## src/rtl/mul_arb_pkg.sv

```systemverilog
// rtl/mul_arb_pkg.sv - shared types and constants for the multiplier-sharing arbiter
package mul_arb_pkg;

    typedef enum logic [1:0] {
        ARB_IDLE  = 2'd0,
        ARB_ISSUE = 2'd1,
        ARB_WAIT  = 2'd2,
        ARB_RESP  = 2'd3
    } mul_arb_state_t;

    localparam logic [7:0] ERR_PRODUCT = 8'hFF;

endpackage

```

## src/rtl/rr_pick.sv

```systemverilog
// rtl/rr_pick.sv - combinational round-robin picker: first set request at or after ptr, with wrap
module rr_pick #(
    parameter int NUM_REQ = 4,
    localparam int ID_W   = $clog2(NUM_REQ)
) (
    input  logic [NUM_REQ-1:0] req,
    input  logic [ID_W-1:0]    ptr,
    output logic [NUM_REQ-1:0] grant,
    output logic [ID_W-1:0]    id,
    output logic               any
);

    always_comb begin
        int idx;
        logic [ID_W-1:0] idx_w;
        grant = '0;
        id    = '0;
        any   = 1'b0;
        idx   = 0;
        idx_w = '0;
        for (int k = 0; k < NUM_REQ; k++) begin
            idx = int'(ptr) + k;
            if (idx >= NUM_REQ) begin
                idx = idx - NUM_REQ;
            end
            idx_w = ID_W'(idx);
            if (!any && req[idx_w]) begin
                any          = 1'b1;
                grant[idx_w] = 1'b1;
                id           = idx_w;
            end
        end
    end

endmodule

```

## src/rtl/mul_share_arbiter.sv

```systemverilog
// rtl/mul_share_arbiter.sv - round-robin sharing of one 4x4 multiplier between NUM_REQ requesters
// Optional WAIT watchdog with rsp_err port: MUL_ARB_TIMEOUT_EN
module mul_share_arbiter
    import mul_arb_pkg::*;
#(
    parameter int NUM_REQ        = 4,
`ifdef MUL_ARB_TIMEOUT_EN
    parameter int TIMEOUT_CYCLES = 32,
`endif
    localparam int ID_W          = $clog2(NUM_REQ)
) (
    input  logic                 clk,
    input  logic                 rst,
    input  logic [NUM_REQ-1:0]   req_valid,
    input  logic [4*NUM_REQ-1:0] req_a,
    input  logic [4*NUM_REQ-1:0] req_b,
    output logic [NUM_REQ-1:0]   req_ready,
    output logic                 rsp_valid,
    input  logic                 rsp_ready,
    output logic [ID_W-1:0]      rsp_id,
    output logic [7:0]           rsp_y,
    output logic                 mul_ena,
    output logic [3:0]           mul_a,
    output logic [3:0]           mul_b,
    input  logic [7:0]           mul_y,
    input  logic                 mul_done,
`ifdef MUL_ARB_TIMEOUT_EN
    output logic                 rsp_err,
`endif
    output logic                 busy
);

    mul_arb_state_t state_q, state_d;
    logic [ID_W-1:0] rr_ptr_q, rr_ptr_d;
    logic [ID_W-1:0] id_q, id_d;
    logic [3:0]      mul_a_q, mul_a_d;
    logic [3:0]      mul_b_q, mul_b_d;
    logic [7:0]      rsp_y_q, rsp_y_d;
    logic [NUM_REQ-1:0] pick_grant;
    logic [ID_W-1:0]    pick_id;
    logic               pick_any;
    logic [3:0]         sel_a, sel_b;
    logic               wait_expired;

    rr_pick #(.NUM_REQ(NUM_REQ)) u_rr_pick (
        .req   (req_valid),
        .ptr   (rr_ptr_q),
        .grant (pick_grant),
        .id    (pick_id),
        .any   (pick_any)
    );

    always_comb begin
        sel_a = '0;
        sel_b = '0;
        for (int i = 0; i < NUM_REQ; i++) begin
            if (pick_grant[i]) begin
                sel_a = req_a[4*i +: 4];
                sel_b = req_b[4*i +: 4];
            end
        end
    end

`ifdef MUL_ARB_TIMEOUT_EN
    localparam int TMO_W = $clog2(TIMEOUT_CYCLES + 1);
    logic [TMO_W-1:0] tmo_cnt_q, tmo_cnt_d;
    logic             rsp_err_q, rsp_err_d;

    assign wait_expired = (tmo_cnt_q == TMO_W'(TIMEOUT_CYCLES - 1));
    assign rsp_err      = rsp_err_q;

    always_comb begin
        tmo_cnt_d = tmo_cnt_q;
        rsp_err_d = rsp_err_q;
        if (state_q == ARB_ISSUE) begin
            tmo_cnt_d = '0;
        end else if (state_q == ARB_WAIT) begin
            tmo_cnt_d = tmo_cnt_q + TMO_W'(1);
            if (mul_done) begin
                rsp_err_d = 1'b0;
            end else if (wait_expired) begin
                rsp_err_d = 1'b1;
            end
        end
    end

    always_ff @(posedge clk or negedge rst) begin
        if (!rst) begin
            tmo_cnt_q <= '0;
            rsp_err_q <= 1'b0;
        end else begin
            tmo_cnt_q <= tmo_cnt_d;
            rsp_err_q <= rsp_err_d;
        end
    end
`else
    assign wait_expired = 1'b0;
`endif

    always_ff @(posedge clk or negedge rst) begin
        if (!rst) begin
            state_q <= ARB_IDLE;
        end else begin
            state_q <= state_d;
        end
    end

    always_comb begin
        state_d = state_q;
        case (state_q)
            ARB_IDLE:  if (pick_any) state_d = ARB_ISSUE;
            ARB_ISSUE: state_d = ARB_WAIT;
            ARB_WAIT:  if (mul_done || wait_expired) state_d = ARB_RESP;
            ARB_RESP:  if (rsp_ready) state_d = ARB_IDLE;
            default:   state_d = ARB_IDLE;
        endcase
    end

    // Operands stay registered through WAIT since the multiplier resamples them every cycle.
    always_comb begin
        rr_ptr_d = rr_ptr_q;
        id_d     = id_q;
        mul_a_d  = mul_a_q;
        mul_b_d  = mul_b_q;
        rsp_y_d  = rsp_y_q;
        case (state_q)
            ARB_IDLE: begin
                if (pick_any) begin
                    id_d    = pick_id;
                    mul_a_d = sel_a;
                    mul_b_d = sel_b;
                end
            end
            ARB_WAIT: begin
                if (mul_done) begin
                    rsp_y_d = mul_y;
                end else if (wait_expired) begin
                    rsp_y_d = ERR_PRODUCT;
                end
            end
            ARB_RESP: begin
                if (rsp_ready) begin
                    rr_ptr_d = (id_q == ID_W'(NUM_REQ - 1)) ? '0 : id_q + ID_W'(1);
                end
            end
            default: ;
        endcase
    end

    always_ff @(posedge clk or negedge rst) begin
        if (!rst) begin
            rr_ptr_q <= '0;
            id_q     <= '0;
            mul_a_q  <= '0;
            mul_b_q  <= '0;
            rsp_y_q  <= '0;
        end else begin
            rr_ptr_q <= rr_ptr_d;
            id_q     <= id_d;
            mul_a_q  <= mul_a_d;
            mul_b_q  <= mul_b_d;
            rsp_y_q  <= rsp_y_d;
        end
    end

    // req_ready is gated by rst so that it also reads 0 while reset is held.
    always_comb begin
        req_ready = '0;
        mul_ena   = 1'b0;
        rsp_valid = 1'b0;
        busy      = 1'b0;
        case (state_q)
            ARB_IDLE:  req_ready = pick_grant & {NUM_REQ{rst}};
            ARB_ISSUE: begin
                mul_ena = 1'b1;
                busy    = 1'b1;
            end
            ARB_WAIT:  busy = 1'b1;
            ARB_RESP: begin
                rsp_valid = 1'b1;
                busy      = 1'b1;
            end
            default: ;
        endcase
    end

    assign mul_a  = mul_a_q;
    assign mul_b  = mul_b_q;
    assign rsp_id = id_q;
    assign rsp_y  = rsp_y_q;

endmodule

```

## config.mk

```make
export PLATFORM = sky130hd
export DESIGN_NAME = mul_share_arbiter
export DESIGN_NICKNAME = d
export VERILOG_FILES = /design/src/rtl/mul_arb_pkg.sv /design/src/rtl/rr_pick.sv /design/src/rtl/mul_share_arbiter.sv
export SDC_FILE = /design/constraint.sdc
export NUM_CORES = 1
export LEC_CHECK = 0
export BUFFER_PORTS_ARGS = -buffer_cell sky130_fd_sc_hd__buf_2
export CAP_MARGIN = 20
export CORE_MARGIN = 2
export CORE_UTILIZATION = 52
export DETAILED_ROUTE_END_ITERATION = 16
export GPL_TIMING_DRIVEN = 0
export PLACE_DENSITY = 0.86
export SLEW_MARGIN = 20
export SYNTH_ARGS = -nofsm -noshare
export SYNTH_HDL_FRONTEND = slang
export SYNTH_SLANG_ARGS = --single-unit
```

## constraint.sdc

```tcl
create_clock -name clk -period 7.3 [get_ports clk]
set_input_delay 1.095 -clock clk [delete_from_list [all_inputs] [get_ports clk]]
set_output_delay 1.095 -clock clk [all_outputs]
set_load 0.05 [all_outputs]
```

Yosys cells after proc, flatten, opt, wreduce, memory -nomap -nowiden
Index checks and enable logic that the tools add are counted.
Widths: inputs -> output; s select.
{ "word_totals": {"elab_cells": 102, "reg_bits": 22, "out_inout_bits": 25, "inputBits": 48} }
{ "classes": {"addsub": 8, "n_mux": 49, "reduce_logical": 16, "order_cmp": 12, "eq_ne": 7, "bitwise": 4} }
{ "op_table": {"columns": ["operator", "count"], "rows": [
  ["$mux 4", 13],
  ["$mux 2", 12],
  ["$mux 1", 15],
  ["$lt 2x3->1 const B", 4],
  ["$or 4x4->4", 3],
  ["$ge 3x3->1 const B", 3],
  ["$bmux 1 s2", 4],
  ["$demux 1 s2", 4],
  ["$ge 2x1->1 const B", 4],
  ["$pmux 2 s4", 1],
  ["$sub 2x1->2 const B", 4],
  ["$logic_and 1x1->1", 7],
  ["$add 2x2->3 const B", 2],
  ["$eq 2x2->1 const B", 3],
  ["$ne 2x2->1 const B", 3],
  ["$reduce_and 2->1", 3],
  ["$and 4x4->4", 1],
  ["$add 2x1->3 const B", 1],
  ["$ge 2x3->1 const B", 1],
  ["$logic_not 1->1", 3],
  ["$reduce_and 3->1", 1],
  ["$reduce_or 3->1", 1],
  ["$add 2x1->2 const B", 1],
  ["$eq 2x1->1 const B", 1],
  ["$logic_not 2->1", 1]
]} }

Depth between registers and ports, before layout
Gate-level depths: netlist (run 1).
{ "depth": {"word_depth": 18, "depth_mapped": 11, "mapped_depth_nobuf": 8} }

Hierarchy
Synthesis (run 1) repeated with hierarchy kept, for this count alone.
{ "hier_totals": {"hier_cells": 153, "hier_area_um2": 1657.8} }
{ "modules_own_cells": {"columns": ["module", "cells_per_inst", "instances", "area_per_inst_um2", "seq_area_each_um2"], "rows": [
  ["mul_share_arbiter", 108, 1, 1236.2, 550.5],
  ["rr_pick", 45, 1, 421.7, 0.0]
]} }

Worst setup path before layout (run 1)
Ideal clock, no wire load.
{ "synth_timing": {"kind": "input port to output port", "from": "input req_valid[2]", "to": "output req_ready[3]", "slack_ns": 2.975, "arrival_ns": 3.230, "n_path_buf": 1, "t_required_ns": 6.205, "path_stages": 5, "cell_sequence": "mux4_2 nor4b_2 nand2_1 clkbuf_1 a21oi_1"} }
{ "synth_via": {"elab_chain_len": 14, "elab_cells_between_ends": 26, "cone_classes": "16 x mux; 4 x bitwise; 6 x reduce/logical"} }
{ "synth_rtl": {"columns": ["element", "line_no", "rtl"], "rows": [
  ["from (decl)", "mul_share_arbiter.sv:14", "input logic [NUM_REQ-1:0] req_valid,"],
  ["$bmux 1 s2", "rr_pick.sv:27", "if (!any && req[idx_w]) begin"],
  ["$mux 1 (not written as such)", "rr_pick.sv:27", null],
  ["$mux 1", "rr_pick.sv:27", null],
  ["$logic_not 1->1", "rr_pick.sv:27", null],
  ["$logic_and 1x1->1", "rr_pick.sv:27", null],
  ["$mux 1", "rr_pick.sv:27", null],
  ["$logic_not 1->1", "rr_pick.sv:27", null],
  ["$logic_and 1x1->1", "rr_pick.sv:27", null],
  ["$mux 1", "rr_pick.sv:27", null],
  ["$logic_not 1->1", "rr_pick.sv:27", null],
  ["$logic_and 1x1->1", "rr_pick.sv:27", null],
  ["$mux 4 *", "rr_pick.sv:27", null],
  ["$and 4x4->4 *", "mul_share_arbiter.sv:173", "ARB_IDLE: req_ready = pick_grant & {NUM_REQ{rst}};"],
  ["$mux 4 *", "mul_share_arbiter.sv:172", "case (state_q)"],
  ["to (decl)", "mul_share_arbiter.sv:17", "output logic [NUM_REQ-1:0] req_ready,"]
]} }
Every way passes the cells marked *; elsewhere a longest branch is shown, timed or not. The select of a mux whose other input is x is not followed.

Final worst setup path (run 1)
{ "layout_timing": {"from": "register rr_ptr_q[0]", "to": "output req_ready[3]"} }
{ "layout_via": {"elab_chain_len": 16, "elab_cells_between_ends": 61, "cone_classes": "7 x add/sub; 12 x order compare; 28 x mux; 4 x bitwise; 10 x reduce/logical"} }
{ "layout_rtl": {"columns": ["element", "line_no", "rtl"], "rows": [
  ["from (decl)", "mul_share_arbiter.sv:34", "logic [ID_W-1:0] rr_ptr_q, rr_ptr_d;"],
  ["from (signal assigned)", "mul_share_arbiter.sv:158", "rr_ptr_q <= rr_ptr_d;"],
  ["parallel branches: the longest is 13 deep, another holds $add 2x1->3", null, null],
  ["$mux 4 *", "rr_pick.sv:27", null],
  ["$and 4x4->4 *", "mul_share_arbiter.sv:173", null],
  ["$mux 4 *", "mul_share_arbiter.sv:172", null]
]} }
Mark *: on every way between the ends. The select of a mux whose other input is x is not followed.

==> results of run 1 <==
==> cell families after synthesis <==
kind of cell	count (synthesis)	synth area share (%)
compound gates	58	25.81
flops	22	31.82
fa+ha+maj	13	9.400
buf+inv	20	5.278
mux	15	12.29
simple gates	53	15.40
==> final timing paths <==
| check | start | end | slack, ns | cells past startpoint |
|---|---|---|---|---|
| max | rr_ptr_q[0] | req_ready[3] | 2.84 | 9 |
| min | rsp_y[3] | rsp_y[3] | 0.52 | 1 |
| max reg2reg | rr_ptr_q[0] | mul_b[0] | 3.77 | 10 |
| min reg2reg | rsp_y[3] | rsp_y[3] | 0.52 | 1 |
| max in group asynchronous | rst | mul_a[2] | 6.23 | 1 |
| min in group asynchronous | rst | mul_a[1] | 0.73 | 1 |
==> per-stage QoR <==
| stage | std cells | cell area, sq um | util, % | setup WS [ns] | hold WS (ns) |
|---|---|---|---|---|---|
| floorplan | 181 | 1730 | - | 2.975 | 0.5950 |
| global placement | 297 | 2146 | 69.15 | 2.967 | 0.4821 |
| detailed placement | 297 | 2146 | 69.15 | 2.981 | 0.4904 |
| CTS | 301 | 2198 | 70.85 | 2.849 | 0.5212 |
| global route | 302 | 2203 | 71.01 | 2.596 | 0.5411 |
| finish | 302 | 2203 | 71.01 | 2.839 | 0.5191 |
==> sequential cells by signal, indices dropped and copies added (netlist names) <==
| signal | cells |
|---|---|
| mul_b | 4 |
| mul_a | 4 |
| state_q | 2 |
| rsp_y | 8 |
| rsp_id | 2 |
| rr_ptr_q | 2 |
==> layout make-up <==
type                       instances  area [sq um]  area share [%]
multi-input combinational        139          1089           49.40
sequential                        22         550.5           24.99
timing repair buffer              73         365.4           16.58
tap                               44         55.05           2.499
inverter                          13         48.80           2.215
buffer                             7         42.54           1.931
clock inverter                     1         30.03           1.363
clock buffer                       3         22.52           1.022
==> placed cells by master (no fill, tap or decap), types with 3 or more instances in the layout <==
| cell type | instances |
|---|---|
| a2111oi_0 | 8 |
| a21boi_0 | 7 |
| a21o_1 | 3 |
| a21oi_1 | 12 |
| a221oi_1 | 6 |
| buf_2 | 73 |
| clkbuf_1 | 4 |
| clkbuf_4 | 3 |
| dfrtp_1 | 22 |
| ha_1 | 13 |
| inv_1 | 13 |
| mux2_2 | 10 |
| mux4_2 | 4 |
| nand2_1 | 19 |
| nand3b_1 | 8 |
| nor2_1 | 16 |
| nor3b_1 | 3 |
| o21ai_0 | 5 |
==> per-layer routing <==
layer	global-route usage, %	up-vias
met1	32.54	827
met5	0	-
met4	10.33	0
met3	3.361	10
li1	-	840
met2	43.16	79
==> impl_metrics.env, run 1 <==
export IMPL_cts_tree="built"
export IMPL_critPathKind="reg -> out"
export IMPL_status="complete, no violations"
export IMPL_dieArea_sq_um=3805
export IMPL_grt_util_all_layers_pct=25.38
export IMPL_grt_pass1_vias=1596
export IMPL_row_count=20
export IMPL_maxCapViolCount=0
export IMPL_synthDistinctLibCells=37
export IMPL_critical_path_top_delay_family="buffers and inverters"
export IMPL_wl_met2_microns=2314
export IMPL_post_drt_wl_per_cell_microns=15.59
export IMPL_min_period_over_period_pct=61.11
export IMPL_synth_edf_count=0
export IMPL_relSlewSlack_pct=48.60
export IMPL_antenna_found_initial=0
export IMPL_cts_path_max_buffers=2
export IMPL_fp_dieH_microns=61.69
export IMPL_layout_drive_gt1_share_pct=38.37
export IMPL_slowest_stage="dfrtp_1"
export IMPL_synthArstFlopShare_pct=100.0
export IMPL_worstPathCellList="buf_6 -> inv_1 -> ha_1 -> mux4_2 -> nor4b_2 -> nand2_1 -> clkbuf_1 -> a21oi_1 -> buf_2"
export IMPL_cp_num_buf_inv=4
export IMPL_grt_overflow=0
export IMPL_cts_buffers=3
export IMPL_hold_path_class="reg -> reg"
export IMPL_num_nets_final=320
export IMPL_ys_top_cells_by_area="dfrtp_1 32%, ha_1 9.4%, mux2_2 6.5%"
export IMPL_arrival_ns=3.37
export IMPL_drc_errors=0
export IMPL_cts_root_buf="clkbuf_4"
export IMPL_first_pass_iters=4
export IMPL_slowest_delay_ns=0.48
export IMPL_diodes=0
export IMPL_place_gp_congestion=0.8882
export IMPL_start_kind="flop"
export IMPL_ys_warn_count=0
export IMPL_dr_wl_met3_microns=358
export IMPL_fin_skew_ns=0.001087
export IMPL_yosysTopAreaCellShare_pct=31.81
export IMPL_holdBufCountCts=0
export IMPL_port_buffers=72
export IMPL_slew_viol_final=0
export IMPL_cts_htree_levels=1
export IMPL_synth_seq_cells=22
export IMPL_syn_to_final_growth_pct=27.33
export IMPL_worstMarginPinSlew_ns=0.7711
export IMPL_hold_violations=0
export IMPL_vias=1756
export IMPL_synthFlopType="dfrtp_1"
export IMPL_wl_met1_microns=1938
export IMPL_start_util_pct=55.77
export IMPL_synthesis_area_sq_um=1730
export IMPL_wirelength_microns=4707
export IMPL_post_cts_resized=0
export IMPL_vias_per_cell=5.815
export IMPL_postCtsSetupBuffers=0
export IMPL_grt_max_degree=24
export IMPL_period_needed_ns=4.461
export IMPL_insertion_delay_ns=0.32
export IMPL_dr_max_layer_used="met4"
export IMPL_yosysSeqAreaShare_pct=31.81
export IMPL_io_pins=73
export IMPL_syn_num_nets=242
export IMPL_cts_sinks=22
export IMPL_core_area_sq_um=3103
export IMPL_die_w_microns=61.69
export IMPL_yosys_area_top_type="dfrtp_1"
export IMPL_max_freq_ghz=0.2242
export IMPL_worstPathRequired_ns=6.20
export IMPL_rsz0062_at_grt="no"
export IMPL_avgSynthCellArea_sq_um=9.560
export IMPL_fillers=266
export IMPL_yosys_cell_count_top_type="dfrtp_1"
export IMPL_ant_nets=0
export IMPL_tns_ns=0
export IMPL_grt_pass1_wl_microns=7162
export IMPL_crit_fanout=10
export IMPL_ys_top_cells_by_count="22 x dfrtp_1, 19 x nand2_1, 16 x nor2_1"
export IMPL_drt_iter0_drc=228
export IMPL_dp_hpwl_microns=3494
export IMPL_setup_viol=0
export IMPL_clk_pin_slew_ns=0.13
export IMPL_synthCells=181
export IMPL_worstSetupEndpointType="primary output"
Power of run 1 is left out: the tool's default activity adds up to more than one toggle a clock period on the data nets, which glitch-free logic cannot reach.
==> run 2, diff against run 1 <==
Settings changed: ABC_AREA set to 1, CORE_UTILIZATION 52 to 48, PLACE_DENSITY 0.86 to 0.8.
Clock period 7.3 ns to 4.4 ns, I/O delays scaled along.
==> impl_metrics.env, run 2 <==
export IMPL_dr_max_layer_used="met4"
export IMPL_synthesis_area_sq_um=1759
export IMPL_status="complete, no violations"
export IMPL_port_buffers=72
export IMPL_fin_skew_ns=0.004511
export IMPL_cts_path_max_buffers=2
export IMPL_grt_util_all_layers_pct=20.56
export IMPL_hold_violations=0
export IMPL_rsz0062_at_grt="no"
export IMPL_wl_met1_microns=1902
export IMPL_final_core_util_pct=65.27
export IMPL_synthCells=220
export IMPL_avgSynthCellArea_sq_um=7.996
export IMPL_ys_top_cells_by_area="dfrtp_1 31%, nand2_1 11%, a21oi_1 9.4%"
export IMPL_ys_warn_count=0
export IMPL_synthFlopType="dfrtp_1"
export IMPL_r2r_slack_ns=1.98
export IMPL_synthArstFlopShare_pct=100.0
export IMPL_start_kind="flop"
export IMPL_yosysSeqAreaShare_pct=31.29
export IMPL_dr_wl_met3_microns=253
export IMPL_grt_max_degree=24
export IMPL_r2r_cells=15
export IMPL_fp_dieH_microns=64.54
export IMPL_syn_to_final_growth_pct=26.74
export IMPL_dieArea_sq_um=4165
export IMPL_max_freq_ghz=0.2938
export IMPL_syn_num_nets=281
export IMPL_cts_root_buf="clkbuf_4"
export IMPL_place_gp_congestion=0.8019
export IMPL_r2r_start="rr_ptr_q[0]"
export IMPL_arrival_ns=2.74
export IMPL_synth_edf_count=0
export IMPL_slew_viol_final=0
export IMPL_layout_drive_gt1_share_pct=38.51
export IMPL_antenna_found_initial=0
export IMPL_min_period_over_period_pct=77.36
export IMPL_ys_top_cells_by_count="53 x nand2_1, 33 x a21oi_1, 22 x dfrtp_1, 22 x inv_1, 13 x ha_1"
export IMPL_maxCapViolCount=0
export IMPL_vias_per_cell=5.000
export IMPL_worstSetupEndpointType="primary output"
export IMPL_cts_sinks=22
export IMPL_diodes=0
export IMPL_worstPathRequired_ns=3.74
export IMPL_synth_seq_cells=22
export IMPL_drc_errors=0
export IMPL_grt_pass1_wl_microns=6837
export IMPL_grt_pass1_vias=1570
export IMPL_dp_hpwl_microns=3303
export IMPL_setup_viol=0
export IMPL_worstMarginPinSlew_ns=0.4883
export IMPL_hold_path_class="in -> async"
export IMPL_final_common_cell="buf_2"
export IMPL_postCtsSetupBuffers=0
export IMPL_post_drt_wl_per_cell_microns=11.90
export IMPL_row_count=21
export IMPL_ant_nets=0
export IMPL_holdBufCountCts=0
export IMPL_yosysTopAreaCellShare_pct=31.29
export IMPL_crit_fanout=10
export IMPL_cts_tree="built"
export IMPL_relSlewSlack_pct=67.45
export IMPL_io_pins=73
export IMPL_post_cts_resized=0
export IMPL_drt_iter0_drc=95
export IMPL_die_w_microns=64.54
export IMPL_vias=1710
export IMPL_clk_pin_slew_ns=0.12
export IMPL_mostFrequentLayoutCells="73 x buf_2, 53 x nand2_1, 33 x a21oi_1"
export IMPL_grt_overflow=0
export IMPL_critPathKind="reg -> out"
export IMPL_cts_htree_levels=1
export IMPL_num_nets_final=358
export IMPL_first_pass_iters=4
export IMPL_cts_buffers=3
export IMPL_core_area_sq_um=3416
export IMPL_yosys_cell_count_top_type="nand2_1"
export IMPL_yosys_area_top_type="dfrtp_1"
export IMPL_wl_met2_microns=1864
export IMPL_period_needed_ns=3.404
export IMPL_largest_reg_flops=8
export IMPL_start_util_pct=51.50
export IMPL_synthDistinctLibCells=31
export IMPL_fillers=319
export IMPL_wirelength_microns=4071
export IMPL_insertion_delay_ns=0.31
export IMPL_timing_rr_end="mul_a[2]"
export IMPL_tns_ns=0
## run 2: changes by cell type in the layout (fill, tap and decap cells not counted), sizes merged, moves of 7 or more
| cell | delta |
|---|---|
| a2111oi | -8 |
| a21oi | +25 |
| a221oi | -8 |
| inv | +12 |
| nand2 | +43 |
| nand3 | +17 |
| nand3b | -7 |
## run 2: layout make-up
class | count | area, sq um | area share [%]
Buffer | 4 | 38.79 | 1.740
Tap cell | 46 | 57.56 | 2.581
Multi-Input combinational cell | 167 | 1066 | 47.81
Inverter | 27 | 103.9 | 4.658
Timing Repair Buffer | 72 | 360.3 | 16.16
Clock buffer | 3 | 22.52 | 1.010
Clock inverter | 1 | 30.03 | 1.347
Sequential cell | 22 | 550.5 | 24.69
## run 2: stage by stage
step	hold WS, ns	setup slack, ns	instance area, sq um	cells
final	0.2929	0.9963	2230	342
after detailed placement	0.4876	1.365	2177	338
after global placement	0.4828	1.385	2177	338
after CTS	0.3064	1.002	2230	342
after global routing	0.3221	0.7709	2230	342
after floorplan	0.3644	1.603	1759	220
## run 2: worst max-delay path by stage
stage | from | end
2_1_floorplan | rr_ptr_q[0] | req_ready[2]
3_3_place_gp | rr_ptr_q[1] | req_ready[3]
3_5_place_dp | rr_ptr_q[1] | req_ready[3]
4_1_cts | rr_ptr_q[1] | req_ready[3]
5_1_grt | rr_ptr_q[0] | req_ready[2]
6_report | rr_ptr_q[0] | req_ready[3]
## run 2: critical path, cell delays in order, from the launching register on
cell	delay, ns
dfrtp_1	0.49
buf_6	0.18
inv_4	0.07
ha_1	0.39
inv_1	0.09
nand3_1	0.10
nand2_2	0.08
nor2_4	0.20
nand2_1	0.07
nand2_1	0.08
a21oi_2	0.05
nand2_4	0.11
buf_6	0.15
nand2_1	0.05
inv_1	0.06
buf_2	0.25
## run 2: metal layers
| layer | vias up | global-route usage (%) |
|---|---|---|
| met3 | 5 | 2.604 |
| met4 | 0 | 7.447 |
| met5 | - | 0 |
| met2 | 54 | 34.24 |
| li1 | 887 | - |
| met1 | 764 | 27.42 |
## run 2: cell families (layout without fill, tap and decap cells)
group | after synthesis | in the layout | share of synthesized area [%]
buffers and inverters | 31 | 107 | 8.108
adder cells (fa/ha/maj) | 13 | 13 | 9.246
AO/OA/AOI/OAI | 46 | 46 | 15.43
flip-flops | 22 | 22 | 31.29
multiplexers | 8 | 8 | 5.121
AND/OR/NAND/NOR | 100 | 100 | 30.80
Power of run 2 is left out for the same reason.
==> run 3, diff against run 2 <==
Settings changed: ABC_AREA 1 to 0, CORE_UTILIZATION 48 to 43, PLACE_DENSITY 0.8 to 0.76.
Clock period 4.4 ns to 2.96 ns, I/O delays scaled along.
==> impl_metrics.env, run 3 (synthesized netlist as in run 1, its figures left out) <==
export IMPL_core_area_sq_um=3943
export IMPL_vias=1889
export IMPL_antenna_found_initial=0
export IMPL_dpl_worst_slack_ns=-0.5113
export IMPL_layout_drive_gt1_share_pct=52.46
export IMPL_mostFrequentLayoutCells="70 x buf_2, 28 x buf_4, 20 x dfrtp_1"
export IMPL_hold_path_class="in -> async"
export IMPL_worstMarginPinSlew_ns=0.5450
export IMPL_fp_dieH_microns=67.44
export IMPL_maxCapViolCount=0
export IMPL_fillers=304
export IMPL_slew_viol_final=0
export IMPL_critPathKind="reg -> out"
export IMPL_grt_overflow=0
export IMPL_cts_root_buf="clkbuf_8"
export IMPL_r2r_slack_ns=0.13
export IMPL_period_needed_ns=2.901
export IMPL_setup_viol=0
export IMPL_hold_violations=0
export IMPL_r2r_cells=11
export IMPL_wirelength_microns=5255
export IMPL_start_util_pct=43.89
export IMPL_insertion_delay_ns=0.27
export IMPL_grt_pass1_wl_microns=7748
export IMPL_relSlewSlack_pct=63.67
export IMPL_largest_reg_flops=8
export IMPL_grt_util_all_layers_pct=22.39
export IMPL_num_nets_final=346
export IMPL_post_drt_wl_per_cell_microns=15.73
export IMPL_r2r_start="rr_ptr_q[0]"
export IMPL_fin_skew_ns=0.009686
export IMPL_grt_pass1_vias=1684
export IMPL_clk_pin_slew_ns=0.09
export IMPL_ant_nets=0
export IMPL_timing_rr_end="mul_a[2]"
export IMPL_start_kind="flop"
export IMPL_worstSetupEndpointType="primary output"
export IMPL_timing_final_ws_setup_ns=0.05879
export IMPL_worstPathRequired_ns=2.52
export IMPL_crit_fanout=5
export IMPL_syn_to_final_growth_pct=51.55
export IMPL_row_count=23
export IMPL_drc_errors=0
export IMPL_die_w_microns=67.44
export IMPL_rsz0062_at_grt="yes"
export IMPL_place_gp_congestion=0.8372
export IMPL_final_common_cell="buf_2"
export IMPL_diodes=0
export IMPL_cts_htree_levels=1
export IMPL_first_pass_iters=4
export IMPL_vias_per_cell=5.656
export IMPL_drt_iter0_drc=145
export IMPL_cts_sinks=22
export IMPL_dp_hpwl_microns=3514
export IMPL_dieArea_sq_um=4547
export IMPL_port_buffers=72
export IMPL_cts_path_max_buffers=2
export IMPL_arrival_ns=2.46
export IMPL_cts_buffers=3
export IMPL_cts_tree="built"
export IMPL_min_period_over_period_pct=98.01
export IMPL_grt_max_degree=24
export IMPL_max_freq_ghz=0.3447
export IMPL_status="complete, no violations"
export IMPL_io_pins=73
## run 3: routing by layer
layer / part of all wire (%) / track usage, %
met5: 0 / 0
met3: 7.4 / 3.833
met1: 42 / 28.62
met2: 49 / 39.36
met4: 1.3 / 5.102
## run 3: cell type report
cell class / count / area [sq um] / share of cell area, %
Buffer: 6 / 51.30 / 1.956
Clock buffer: 3 / 41.29 / 1.574
Clock inverter: 1 / 30.03 / 1.145
Inverter: 13 / 52.55 / 2.004
Multi-Input combinational cell: 139 / 1239 / 47.23
Sequential cell: 22 / 553.0 / 21.09
Tap cell: 50 / 62.56 / 2.385
Timing Repair Buffer: 100 / 593.1 / 22.61
## run 3: worst max-delay path by stage
| stage | depth (start not counted) | startpoint | end |
|---|---|---|---|
| after floorplan | 8 | rr_ptr_q[0] | req_ready[3] |
| after global placement | 9 | rr_ptr_q[0] | mul_b[2] |
| after detailed placement | 9 | rr_ptr_q[0] | req_ready[3] |
| after CTS | 9 | rr_ptr_q[0] | req_ready[3] |
| after global routing | 8 | rr_ptr_q[0] | req_ready[3] |
| final | 8 | rr_ptr_q[0] | req_ready[3] |
## run 3: stage by stage
| step | std cells | hold slack [ns] | TNS [ns] | area (sq um) | util (%) |
|---|---|---|---|---|---|
| after floorplan | 181 | 0.1484 | -0.04676 | 1764 | - |
| after global placement | 303 | 0.4480 | -5.576 | 2187 | 55.47 |
| after detailed placement | 304 | 0.4546 | -4.288 | 2192 | 55.60 |
| after CTS | 326 | 0.1624 | -0.02784 | 2510 | 63.66 |
| after global routing | 334 | 0.1730 | -0.05387 | 2623 | 66.52 |
| final | 334 | 0.1336 | 0 | 2623 | 66.52 |
## run 3: worst max-delay path, stage by stage, from the launching register on
cell and delay (ns):
dfrtp_2 0.41, clkinvlp_4 0.12, ha_4 0.27, mux4_2 0.35
nor4b_4 0.42, nand2_2 0.15, buf_8 0.15, a21oi_4 0.15
buf_8 0.16
## run 3: repair_timing
action | CTS | global route
hold buffers | 0 | 0
resized for setup | 29 | 24
endpoints found under the setup margin | 13 | 12
gates cloned | 0 | 0
pin swaps | 8 | 11
setup buffers | 18 | 9
Power of run 3 is left out for the same reason.
